==> config.mk <==
export PLATFORM = sky130hd
export DESIGN_NAME = vga_frame_scheduler
export DESIGN_NICKNAME = d
export VERILOG_FILES = /design/src/rtl/vga_sched_pkg.sv /design/src/rtl/sat_counter.sv /design/src/rtl/vga_frame_scheduler.sv
export SDC_FILE = /design/constraint.sdc
export NUM_CORES = 1
export LEC_CHECK = 0
export ABC_AREA = 1
export ABC_CLOCK_PERIOD_IN_PS = 1600
export CORE_UTILIZATION = 45
export DETAILED_ROUTE_END_ITERATION = 12
export PLACE_DENSITY = 0.81
export SYNTH_ARGS = -nofsm -noshare
export SYNTH_HDL_FRONTEND = slang
export SYNTH_SLANG_ARGS = --single-unit
export TNS_END_PERCENT = 50
==> constraint.sdc <==
create_clock -name axi_clk -period 1.6 [get_ports axi_clk]
set_input_delay 0.32 -clock axi_clk [delete_from_list [all_inputs] [get_ports axi_clk]]
set_output_delay 0.32 -clock axi_clk [all_outputs]
set_load 0.02 [all_outputs]
==> src/rtl/vga_sched_pkg.sv <==
// rtl/vga_sched_pkg.sv - shared types and constants for the VGA frame scheduler
package vga_sched_pkg;
    localparam int DEF_IMG_W  = 512;
    localparam int DEF_IMG_H  = 480;
    localparam int DEF_OPW    = 4;
    // Slot-to-pixel latency; the integrator subtracts this when placing i_line_start
    localparam int PIPE_DEPTH = 2;

    typedef enum logic [1:0] {
        ST_IDLE,
        ST_WAIT_LINE,
        ST_BURST
    } sched_state_e;

    function automatic int cnt_width(input int n);
        return (n > 1) ? $clog2(n) : 1;
    endfunction
endpackage

==> src/rtl/sat_counter.sv <==
// rtl/sat_counter.sv - saturating up-counter with asynchronous clear
module sat_counter #(
    parameter int W = 16
) (
    input  logic         clk_i,
    input  logic         rst_ni,
    input  logic         inc_i,
    output logic [W-1:0] cnt_o
);
    logic [W-1:0] cnt_q, cnt_d;

    always_comb begin
        cnt_d = cnt_q;
        if (inc_i && (cnt_q != {W{1'b1}})) begin
            cnt_d = cnt_q + 1'b1;
        end
    end

    always_ff @(posedge clk_i or negedge rst_ni) begin
        if (!rst_ni) begin
            cnt_q <= '0;
        end else begin
            cnt_q <= cnt_d;
        end
    end

    assign cnt_o = cnt_q;
endmodule

==> src/rtl/vga_frame_scheduler.sv <==
// rtl/vga_frame_scheduler.sv - per-line FIFO read schedule with frame-stable opcode shadow
module vga_frame_scheduler
    import vga_sched_pkg::*;
#(
    parameter int IMG_W = DEF_IMG_W,
    parameter int IMG_H = DEF_IMG_H,
    parameter int OPW   = DEF_OPW
) (
    input  logic           axi_clk,
    input  logic           axi_reset_n,
    input  logic           i_frame_start,
    input  logic           i_line_start,
    input  logic [OPW-1:0] i_opcode,
    input  logic           i_fifo_empty,
    input  logic [7:0]     i_fifo_data,
    output logic           o_fifo_rd_en,
    output logic           o_data_valid,
    output logic [7:0]     o_data,
    output logic [OPW-1:0] o_opcode,
    output logic           o_busy,
    output logic           o_frame_done,
    output logic           o_frame_underflow,
    output logic [15:0]    o_underflow_cnt
);
    localparam int SW = cnt_width(IMG_W);
    localparam int LW = cnt_width(IMG_H);
    localparam logic [SW-1:0] SLOT_LAST = SW'(IMG_W - 1);
    localparam logic [LW-1:0] LINE_LAST = LW'(IMG_H - 1);

    sched_state_e   state_q, state_d;
    logic [SW-1:0]  slot_q, slot_d;
    logic [LW-1:0]  line_q, line_d;
    logic [OPW-1:0] opcode_q, opcode_d;
    logic           frame_uf_q, frame_uf_d;
    logic           done_q;
    logic           s1_valid_q, s1_read_q;
    logic           s2_valid_q;
    logic [7:0]     s2_data_q;
    logic           in_burst, slot_underflow, last_slot, last_line;

    assign in_burst       = (state_q == ST_BURST);
    assign slot_underflow = in_burst && i_fifo_empty;
    assign last_slot      = in_burst && (slot_q == SLOT_LAST);
    assign last_line      = (line_q == LINE_LAST);

    always_comb begin
        state_d    = state_q;
        slot_d     = slot_q;
        line_d     = line_q;
        opcode_d   = opcode_q;
        frame_uf_d = frame_uf_q;
        if (slot_underflow) begin
            frame_uf_d = 1'b1;
        end
        case (state_q)
            ST_WAIT_LINE: begin
                if (i_line_start) begin
                    state_d = ST_BURST;
                    slot_d  = '0;
                end
            end
            ST_BURST: begin
                if (slot_q == SLOT_LAST) begin
                    if (last_line) begin
                        state_d = ST_IDLE;
                    end else begin
                        line_d  = line_q + 1'b1;
                        state_d = ST_WAIT_LINE;
                    end
                end else begin
                    slot_d = slot_q + 1'b1;
                end
            end
            default: ;
        endcase
        // A frame start resynchronises from any state and overrides the line schedule
        if (i_frame_start) begin
            state_d    = ST_WAIT_LINE;
            line_d     = '0;
            opcode_d   = i_opcode;
            frame_uf_d = 1'b0;
        end
    end

    always_ff @(posedge axi_clk or negedge axi_reset_n) begin
        if (!axi_reset_n) begin
            state_q    <= ST_IDLE;
            slot_q     <= '0;
            line_q     <= '0;
            opcode_q   <= '0;
            frame_uf_q <= 1'b0;
            done_q     <= 1'b0;
            s1_valid_q <= 1'b0;
            s1_read_q  <= 1'b0;
            s2_valid_q <= 1'b0;
            s2_data_q  <= '0;
        end else begin
            state_q    <= state_d;
            slot_q     <= slot_d;
            line_q     <= line_d;
            opcode_q   <= opcode_d;
            frame_uf_q <= frame_uf_d;
            done_q     <= last_slot && last_line;
            s1_valid_q <= in_burst;
            s1_read_q  <= o_fifo_rd_en;
            s2_valid_q <= s1_valid_q;
            s2_data_q  <= s1_read_q ? i_fifo_data : 8'h00;
        end
    end

    sat_counter #(.W(16)) u_underflow_cnt (
        .clk_i  (axi_clk),
        .rst_ni (axi_reset_n),
        .inc_i  (slot_underflow),
        .cnt_o  (o_underflow_cnt)
    );

    assign o_fifo_rd_en      = in_burst && !i_fifo_empty;
    assign o_data_valid      = s2_valid_q;
    assign o_data            = s2_data_q;
    assign o_opcode          = opcode_q;
    assign o_busy            = (state_q != ST_IDLE);
    assign o_frame_done      = done_q;
    assign o_frame_underflow = frame_uf_q;
endmodule
-- Word-level counts from Yosys, hierarchy flattened
Index checks and enable logic that the tools add are counted.
- register bits: 53
- input bits: 17
- output and inout bits: 33
- logic and storage cells: 54
- $add $sub $neg: 3
- eq/ne operators: 10
- mux-type cells: 15
- reductions and logical operators: 15
- operator list (cell ; count):
    2-to-1 mux 9 bit ; 6
    adder 9 x 1 -> 9 bit, second input constant ; 2
    equality test 9 bit, second input constant ; 2
    case mux 9 bit (2 select lines) ; 1
    adder 16 x 1 -> 16 bit, second input constant ; 1
    inequality test 16 bit, second input constant ; 1
    nonzero test 2 bit ; 5
    AND reduction 3 bit ; 3
    2-to-1 mux 8 bit ; 1
    2-to-1 mux 2 bit ; 3
    inequality test 2 bit, second input constant ; 3
    logical AND 1 bit ; 5
    case mux 2 bit (2 select lines) ; 1
    2-to-1 mux 1 bit ; 3
    inequality test 3 x 2 -> 1 bit, second input constant ; 1
    inequality test 3 bit, second input constant ; 1
    nonzero test 3 bit ; 1
    equality test 2 x 1 -> 1 bit, second input constant ; 1
    equality test 2 bit, second input constant ; 1
    zero test 1 bit ; 1

-- Depth between registers and ports, before layout
- depth after elaboration: 5
- mapped depth: 12
- depth with buffers taken out: 12

-- Cells and area by module
A second synthesis with hierarchy kept.
- cell total of the unflattened synthesis: 368
- area, all modules: 2846.5 µm²
- modules (own cells, without submodules) (module ; times used ; cells an instance ; area each (µm²) ; sequential area each (µm²)):
    vga_frame_scheduler ; 1 ; 219 ; 1788.0 ; 925.9
    sat_counter ; 1 ; 149 ; 1058.5 ; 400.4

-- Worst setup path before layout
Ideal clock, no wire load.
- kind: register -> register
- start point: register slot_q[0]
- end point: register slot_q[8]
- library setup time: 121 ps
- arrival time: 1469 ps
- required time: 1479 ps
- setup slack: 10 ps
- cell stages (with the launch flop): 10
- buffers on the path: 0
- path through: dfrtp_1 -> ha_1 -> nand4_1 -> nor2_1 -> ha_1 -> inv_1 -> nand2_1 -> nand2_2 -> inv_1 -> a22o_1
- longest elaborated chain between the ends: 3
- elaborated cells on any way between the ends: 6
- classes of those cells: add/sub: 1; eq/ne: 2; mux: 2; reduce/logical: 1
- ends and longest elaborated chain (what ; line ; text):
    start, declared ; vga_frame_scheduler.sv:31 ; logic [SW-1:0] slot_q, slot_d;
    start signal, assigned ; vga_frame_scheduler.sv:99 ; slot_q <= slot_d;
    adder 9 x 1 -> 9 bit or equality test 9 bit (tied branches) ; vga_frame_scheduler.sv:71, vga_frame_scheduler.sv:63 ;
    2-to-1 mux 9 bit or inequality test 2 bit (tied branches) ; n/a ;
    case mux 9 bit (2 select lines) or AND reduction 3 bit (tied branches) ; n/a ;
Several ways; a longest one is shown, not always the timed one. The select of a mux whose other input is x is not followed.
A chain may end at the register's enable or synchronous reset.

-- Worst setup path in the final report
- start point: register slot_q[1]
- end point: register slot_q[4]
Same word-level chain as after synthesis.

==> results.cfg <==
[setup_path]
arrival_ns = 1.90
slowest_stage = dfrtp_1
crit_type = reg2reg
crit_required_ns = 1.81
cpMostUsedCell = ha_2
cpPeakStageDelay_ns = 0.37
worstSetupEndpointType = flop
worstPathCellList = ha_2, nand4_1, nor2_2, ha_2, inv_2, nand2_4, nand2_8, nand2_2, xor2_1, nor2_1
critPathMaxFanout = 8
start_kind = flop

[outcome]
violations = negative setup slack
status = finished, violations left

[synthesis]
seq_area_frac_synth_pct = 48.3
synth.distinct_cells = 30
synth_warnings = 0
synth_top_family_by_area = simple AND/OR/NAND/NOR gates
synth_xor_area_share_pct = 3.83
netlist_area_um2 = 2740
synthAdderAreaFrac_pct = 2.28
yosys.area_share.simple_pct = 32.5
avgSynthCellArea_um2 = 7.82
ys_seq_elements = 53
syn_nets = 373
synth_compound_area_share_pct = 4.61
muxShareOfSynthArea_pct = 0
syn_inst = 351

[timing]
tightest_slew_ns = 0.295
setup_viol = 9
whs_ns = 0.351
post-route-min-period_ns = 1.69
fin_crit_sh_pct = 106
hold_viol = 0
finalMaxSlewViolations = 0
rsz0062_at_grt = true
finClkSkew_ns = 0.00865
setup_ws_ns = -0.0910
relSlewSlack_pct = 80.3
fmax_mhz = 591

[floorplan]
dieArea_um2 = 6410
fp.coreArea_um2 = 5890
die_h_um = 80.1
die_x_um = 80.1
ios = 50
num_rows = 28
start_util_pct = 46.6

[finish]
num-fill-cells = 498
finish.net_count = 463
final_layout_size_suffix_gt1_share_pct = 19.9
antenna_cells = 0
stdcell_count = 517
area_growth_pct = 37.4

[clock_tree]
htree_levels = 2
cts-root-buf = clkbuf_8
cts_buffers = 5
clockBufferDepth = 2
clkLatencyLatePin_ns = 0.31
clkSinkCount = 53
tritoncts = done
path_clk_slew_ns = 0.11

[placement]
port-buffer-count = 49
placed_cells = 502
finalWeightedCongestion = 0.868
dpl.hpwl_um = 4350

[power]
p_per_area_nw_per_um2 = 737
leakagePower_nw = 2.09
pwr-share-comb_pct = 18.6
p_clk_share_pct = 29.2
power.internal_mw = 1.96
seqPwrFrac_pct = 52.2
peakVddDrop_mv = 0.436
p_sw_uw = 823
swShare_pct = 29.6

[grt]
grt_pass1_vias = 2389
grt-ovfl-total = 0
grt_pass1_wl_um = 10100
track_usage_pct = 20.4
grt_max_degree = 54
antenna_found_initial = 0

[hold_path]
hold_class = reg2reg

[detailed_routing]
post_drt_wl_per_cell_um = 12.2
route.detailed.drc = 0
first_iter_violations = 81
wirelength_um = 6300
drt-pass1-iter-count = 4
post_drt_via_cell_ratio = 4.90
vias = 2534
ant_nets = 0

[flow_run]
cap_violations = 0
-- metal layers --
metal	wire, µm	up-vias	GRT usage, %
met5	0	-	0
met3	212	6	4.20
met1	2730	1197	23.7
li1	-	1272	-
met2	3300	59	37.3
met4	63	0	6.79
-- final timing paths --
path	cells past startpoint	endpoint	slack, ns	start
max	10	slot_q[4]	-0.09	slot_q[1]
min	0	o_data_valid	0.35	s1_valid_q
max reg2reg	10	slot_q[4]	-0.09	slot_q[1]
min reg2reg	0	o_data_valid	0.35	s1_valid_q
max in group asynchronous	3	u_underflow_cnt.cnt_o[12]	0.83	axi_reset_n
min in group asynchronous	3	o_data[7]	0.52	axi_reset_n
-- power groups by stage --
stage	registers, mW	clock network [mW]	logic, mW
after global routing	1.46	0.897	0.564
final	1.45	0.811	0.518
after global placement	1.47	0	0.503
after floorplan	1.54	0	0.156
after CTS	1.45	0.835	0.498
after detailed placement	1.48	0	0.517
-- critical path: cells and delay by family (launching register included) --
family        cells  cell delay, ns
simple gates      6            0.61
xor+xnor          1            0.15
fa+ha+maj         2            0.39
buf+inv           1            0.06
flops             1            0.37
-- synth_stat cells --
| cell type | count | area (µm²) |
|---|---|---|
| o21a_1 | 2 | 15.0 |
| clkbuf_1 | 2 | 7.51 |
| nand3_2 | 1 | 10.0 |
| ha_1 | 5 | 62.6 |
| a21oi_1 | 4 | 20.0 |
| o22ai_1 | 1 | 6.26 |
| nand3_1 | 19 | 95.1 |
| nor2_4 | 1 | 11.3 |
| o21ai_0 | 10 | 50.1 |
| nand2_2 | 5 | 31.3 |
| nor3b_1 | 2 | 15.0 |
| xnor2_1 | 7 | 61.3 |
| dfrtp_1 | 53 | 1330 |
| buf_2 | 1 | 5.00 |
| xor2_1 | 5 | 43.8 |
| nor2_1 | 27 | 101 |
| o21ai_1 | 2 | 10.0 |
| inv_2 | 2 | 7.51 |
| inv_1 | 48 | 180 |
| clkinv_1 | 1 | 3.75 |
| nor2_2 | 5 | 31.3 |
| buf_6 | 2 | 22.5 |
| nor3_1 | 3 | 15.0 |
| o211ai_1 | 1 | 7.51 |
| nand2_1 | 123 | 462 |
| clkinv_2 | 1 | 5.00 |
| nand4_2 | 1 | 12.5 |
| nand4_1 | 14 | 87.6 |
| a22o_1 | 2 | 17.5 |
| nor2_8 | 1 | 20.0 |
-- metrics by stage --
step                utilization (%)  worst slack [ns]  area, µm²  TNS (ns)  power [mW]
floorplan                         -           0.00963       2740         0        1.70
global placement               60.2            -0.334       3540    -0.440        1.98
detailed placement             60.2            -0.328       3540     -1.11        1.99
CTS                            62.0           -0.0483       3650    -0.245        2.78
global route                   64.1            -0.158       3770     -1.86        2.92
finish                         64.1           -0.0910       3770    -0.283        2.78
-- cells by family (layout without fill, tap and decap cells) --
group                      after synthesis  in the layout
xor gates and xnor gates                12             12
and+or+nand+nor                        202            202
AOI/OAI and AO/OA                       22             22
DFF                                     53             53
buffers and inverters                   57            148
adders and majority gates                5              5
-- sequential cells by signal, summed over array words and instances, names as in the netlist --
| register | flops |
|---|---|
| line_q | 9 |
| o_data_valid | 1 |
| state_q | 2 |
| o_frame_underflow | 1 |
| o_data | 8 |
| s1_read_q | 1 |
| o_frame_done | 1 |
| slot_q | 9 |
| o_opcode | 4 |
| s1_valid_q | 1 |
| u_underflow_cnt.cnt_o | 16 |
-- final cells by class --
class	instances	area [µm²]	share of cell area, %
multi-input combinational	241	1270	33.8
sequential	53	1330	35.2
clock inverter	3	25.0	0.664
timing repair buffer	88	778	20.6
inverter	52	203	5.38
tap	75	93.8	2.49
clock buffer	5	68.8	1.83
-- layout by cell type, fill, tap and decap left out, types with 7 or more instances in the layout --
| master | synthesis | routed |
|---|---|---|
| nand3_1 | 19 | 19 |
| nand4_1 | 14 | 14 |
| buf_4 | 0 | 35 |
| nand2_2 | 5 | 7 |
| dlygate4sd2_1 | 0 | 25 |
| inv_1 | 48 | 43 |
| clkdlybuf4s50_1 | 0 | 16 |
| dfrtp_1 | 53 | 53 |
| inv_2 | 2 | 7 |
| nand2_1 | 123 | 116 |
| xnor2_1 | 7 | 7 |
| nor2_1 | 27 | 25 |
-- what timing repair did --
| action | in CTS | in global routing |
|---|---|---|
| setup buffers | 2 | 4 |
| hold buffers | 1 | 0 |
| endpoints found under the setup margin | 44 | 27 |
| pin swaps | 7 | 9 |
| endpoints found under the hold margin | 47 | 0 |
| resized for setup | 41 | 36 |
(Power assumes the default switching activity.)
==> variant, RTL diff (same settings) <==
Encoding of `sched_state_e`: now one-hot (3 bits for 3 states).
--- a/src/rtl/vga_sched_pkg.sv
+++ b/src/rtl/vga_sched_pkg.sv
@@ -6,10 +6,10 @@
     // Slot-to-pixel latency; the integrator subtracts this when placing i_line_start
     localparam int PIPE_DEPTH = 2;
 
-    typedef enum logic [1:0] {
-        ST_IDLE,
-        ST_WAIT_LINE,
-        ST_BURST
+    typedef enum logic [2:0] {
+        ST_IDLE      = 3'b001,
+        ST_WAIT_LINE = 3'b010,
+        ST_BURST     = 3'b100
     } sched_state_e;
 
     function automatic int cnt_width(input int n);
Check against the original RTL: same outputs for any inputs over 10 cycles, from zero or initial values and one cycle with axi_reset_n low; not proved beyond that.
==> variant against the original RTL <==
- synthesized area increased by 2.9%
- via count shrank 2.4%
- sequential cell count up 1
- setup slack lost 0.0044 ns
- the run still ends with setup timing left
- routed wire length fell by 7.3%
- largest cell class is now multi-input gates
- cell area is 1.6% lower
- power grew 7.5%
- core utilization decreased by 2.1 points
- count of clock-buffer cells in the layout rose by 2
==> variant: results (changes against the original RTL) <==
stage	metric	value	unit	change
clock_tree	Clock Path Buffers	2		unchanged
power	worst vdd ir	0.589	mV	was 0.436 mV
yosys	XOR/XNOR Fraction of Synth Area	3.41	%	was 3.83%
status	status	finished, violations left		unchanged
power	static leakage	0.00194	uW	was 0.00209 uW
critical_path	CP max-delay cell	dfrtp_1		unchanged
yosys	Synth Net Count	386		was 373
yosys	post-synthesis sequential area ratio	47.9	%	was 48.3%
clock_tree	clk_lat worst skew	0.30	ns	
status	violated checks	setup timing		unchanged
placement	RD Place Congestion	0.825		was 0.868
timing	setup violators final	18		was 9
global_route	largest net degree at the start of global routing	55		was 54
timing	worst setup margin	-0.0954	ns	was -0.0910 ns
global_route	vias in the first global route	2347		was 2389
global_route	Total GRT Usage	19.5	%	was 20.4%
timing	Worst Skew	0.00753	ns	was 0.00865 ns
critical_path	crit-path max FO	9		was 8
routing	DRT Pass-1 Iters	4		unchanged
yosys	YS warnings	0		unchanged
routing	vias per cell	4.83		was 4.90
global_route	first-pass GRT wire length	10.0	mm	was 10.1 mm
placement	Post-Place Setup Slack	-0.227	ns	was -0.328 ns
routing	DR iter-0 viols	111		was 81
yosys	Adder-Cell Fraction of Synth Area	2.22	%	was 2.28%
min_path	HP Class	input pin to async pin		was flip-flop to flip-flop
yosys	largest cells by area after synthesis	dfrtp_1, nand2_1, nand3_1		was dfrtp_1, nand2_1, inv_1
placement	Placed Area	0.00353	sq mm	was 0.00354 sq mm
yosys	ys async rst share	100	%	unchanged
cells_and_area	layout cells sized above 1	17.2	%	was 19.9%
placement	placed cells	500		was 502
yosys	cell count after synthesis	364		was 351
global_route	initial antenna violation count	0		unchanged
routing	DR vias	2472		was 2534
placement	Detailed Place HPWL	4.19	mm	was 4.35 mm
yosys	mux cell area share after synthesis	0	%	unchanged
clock_tree	htree depth	2		unchanged
clock_tree	clk root buf	clkbuf_8		unchanged
yosys	synth cell count leaders	nand2_1, dfrtp_1, inv_1, nand3_1, nor2_1		was nand2_1, dfrtp_1, inv_1, nor2_1, nand3_1
routing	post-DR wirelength/cell	11.4	um	was 12.2 um
timing	Worst-Margin Slew	0.352	ns	was 0.295 ns
placement	number of port buffers	49		unchanged
critical_path	WP data arrival	1.89	ns	
yosys	compound-gate portion of the synthesized area	3.99	%	was 4.61%
clock_tree	clk slew on worst S/H paths	0.09	ns	was 0.11 ns
cells_and_area	nets	459		was 463
## variant: path summary, 6_finish.rpt
path,from,endpoint,slack [ns],cells after the start
min in group axi_clk,s1_valid_q$_DFF_PN0_,o_data_valid$_DFF_PN0_,0.36,0
max in group asynchronous,axi_reset_n,state_q[0]$_DFFE_PN1P_,1.29,2
worst min register to register,s1_valid_q$_DFF_PN0_,o_data_valid$_DFF_PN0_,0.36,0
worst max register to register,slot_q[1]$_DFFE_PN0P_,line_q[2]$_DFFE_PN0P_,-0.1,13
worst max-delay path,slot_q[1]$_DFFE_PN0P_,line_q[2]$_DFFE_PN0P_,-0.1,13
worst min-delay path,axi_reset_n,u_underflow_cnt.cnt_o[2]$_DFFE_PN0P_,0.002,2
## variant: area by class of cell
type	instances	area, sq um
Tap cell	75	93.8
Inverter	41	159
Fill cell	524	2280
Multi-Input combinational cell	264	1380
Sequential cell	54	1360
Timing Repair Buffer	71	644
Clock buffer	7	76.3
## variant: report_power, final
group | switching [uW] | leakage (uW) | internal (uW) | total [uW]
registers | 126 | 0.000729 | 1460 | 1580
logic | 389 | 0.00118 | 297 | 686
clock network | 418 | 0.0000383 | 303 | 721
total | 933 | 0.00194 | 2060 | 2990
## variant: repair_timing
| action | 4_1_cts | 5_1_grt |
|---|---|---|
| hold endpoints to repair | 0 | 0 |
| pin swaps | 7 | 8 |
| buffers inserted | 2 | 3 |
| gates resized for setup | 29 | 31 |
| endpoints found under the setup margin | 42 | 37 |
## variant: cell families (layout without fill, tap and decap cells)
family          Yosys count  in the layout
compound gates           21             21
simple gates            227            227
xor+xnor                 11             11
buf+inv                  46            119
flops                    54             54
fa+ha+maj                 5              5
## variant: through the flow
step / power [uW] / setup TNS (ns)
after detailed placement: 2280 / -2.46
after floorplan: 1950 / -0.233
after CTS: 2960 / -1.70
after global placement: 2260 / -1.44
final: 2990 / -1.11
after global routing: 3150 / -3.99
## variant: metal layers
metal	GRT usage (%)	up-vias	routed length, um
li1	-	1283	-
met1	24.3	1140	2590
met2	34.4	41	2980
met3	3.48	8	186
met4	5.54	0	82
met5	0	-	0
## variant: critical path: cells and delay by family (launching register included)
family	cells	cell delay (ns)
flops	1	0.37
buf+inv	3	0.19
simple gates	7	0.63
fa+ha+maj	2	0.35
compound gates	1	0.06
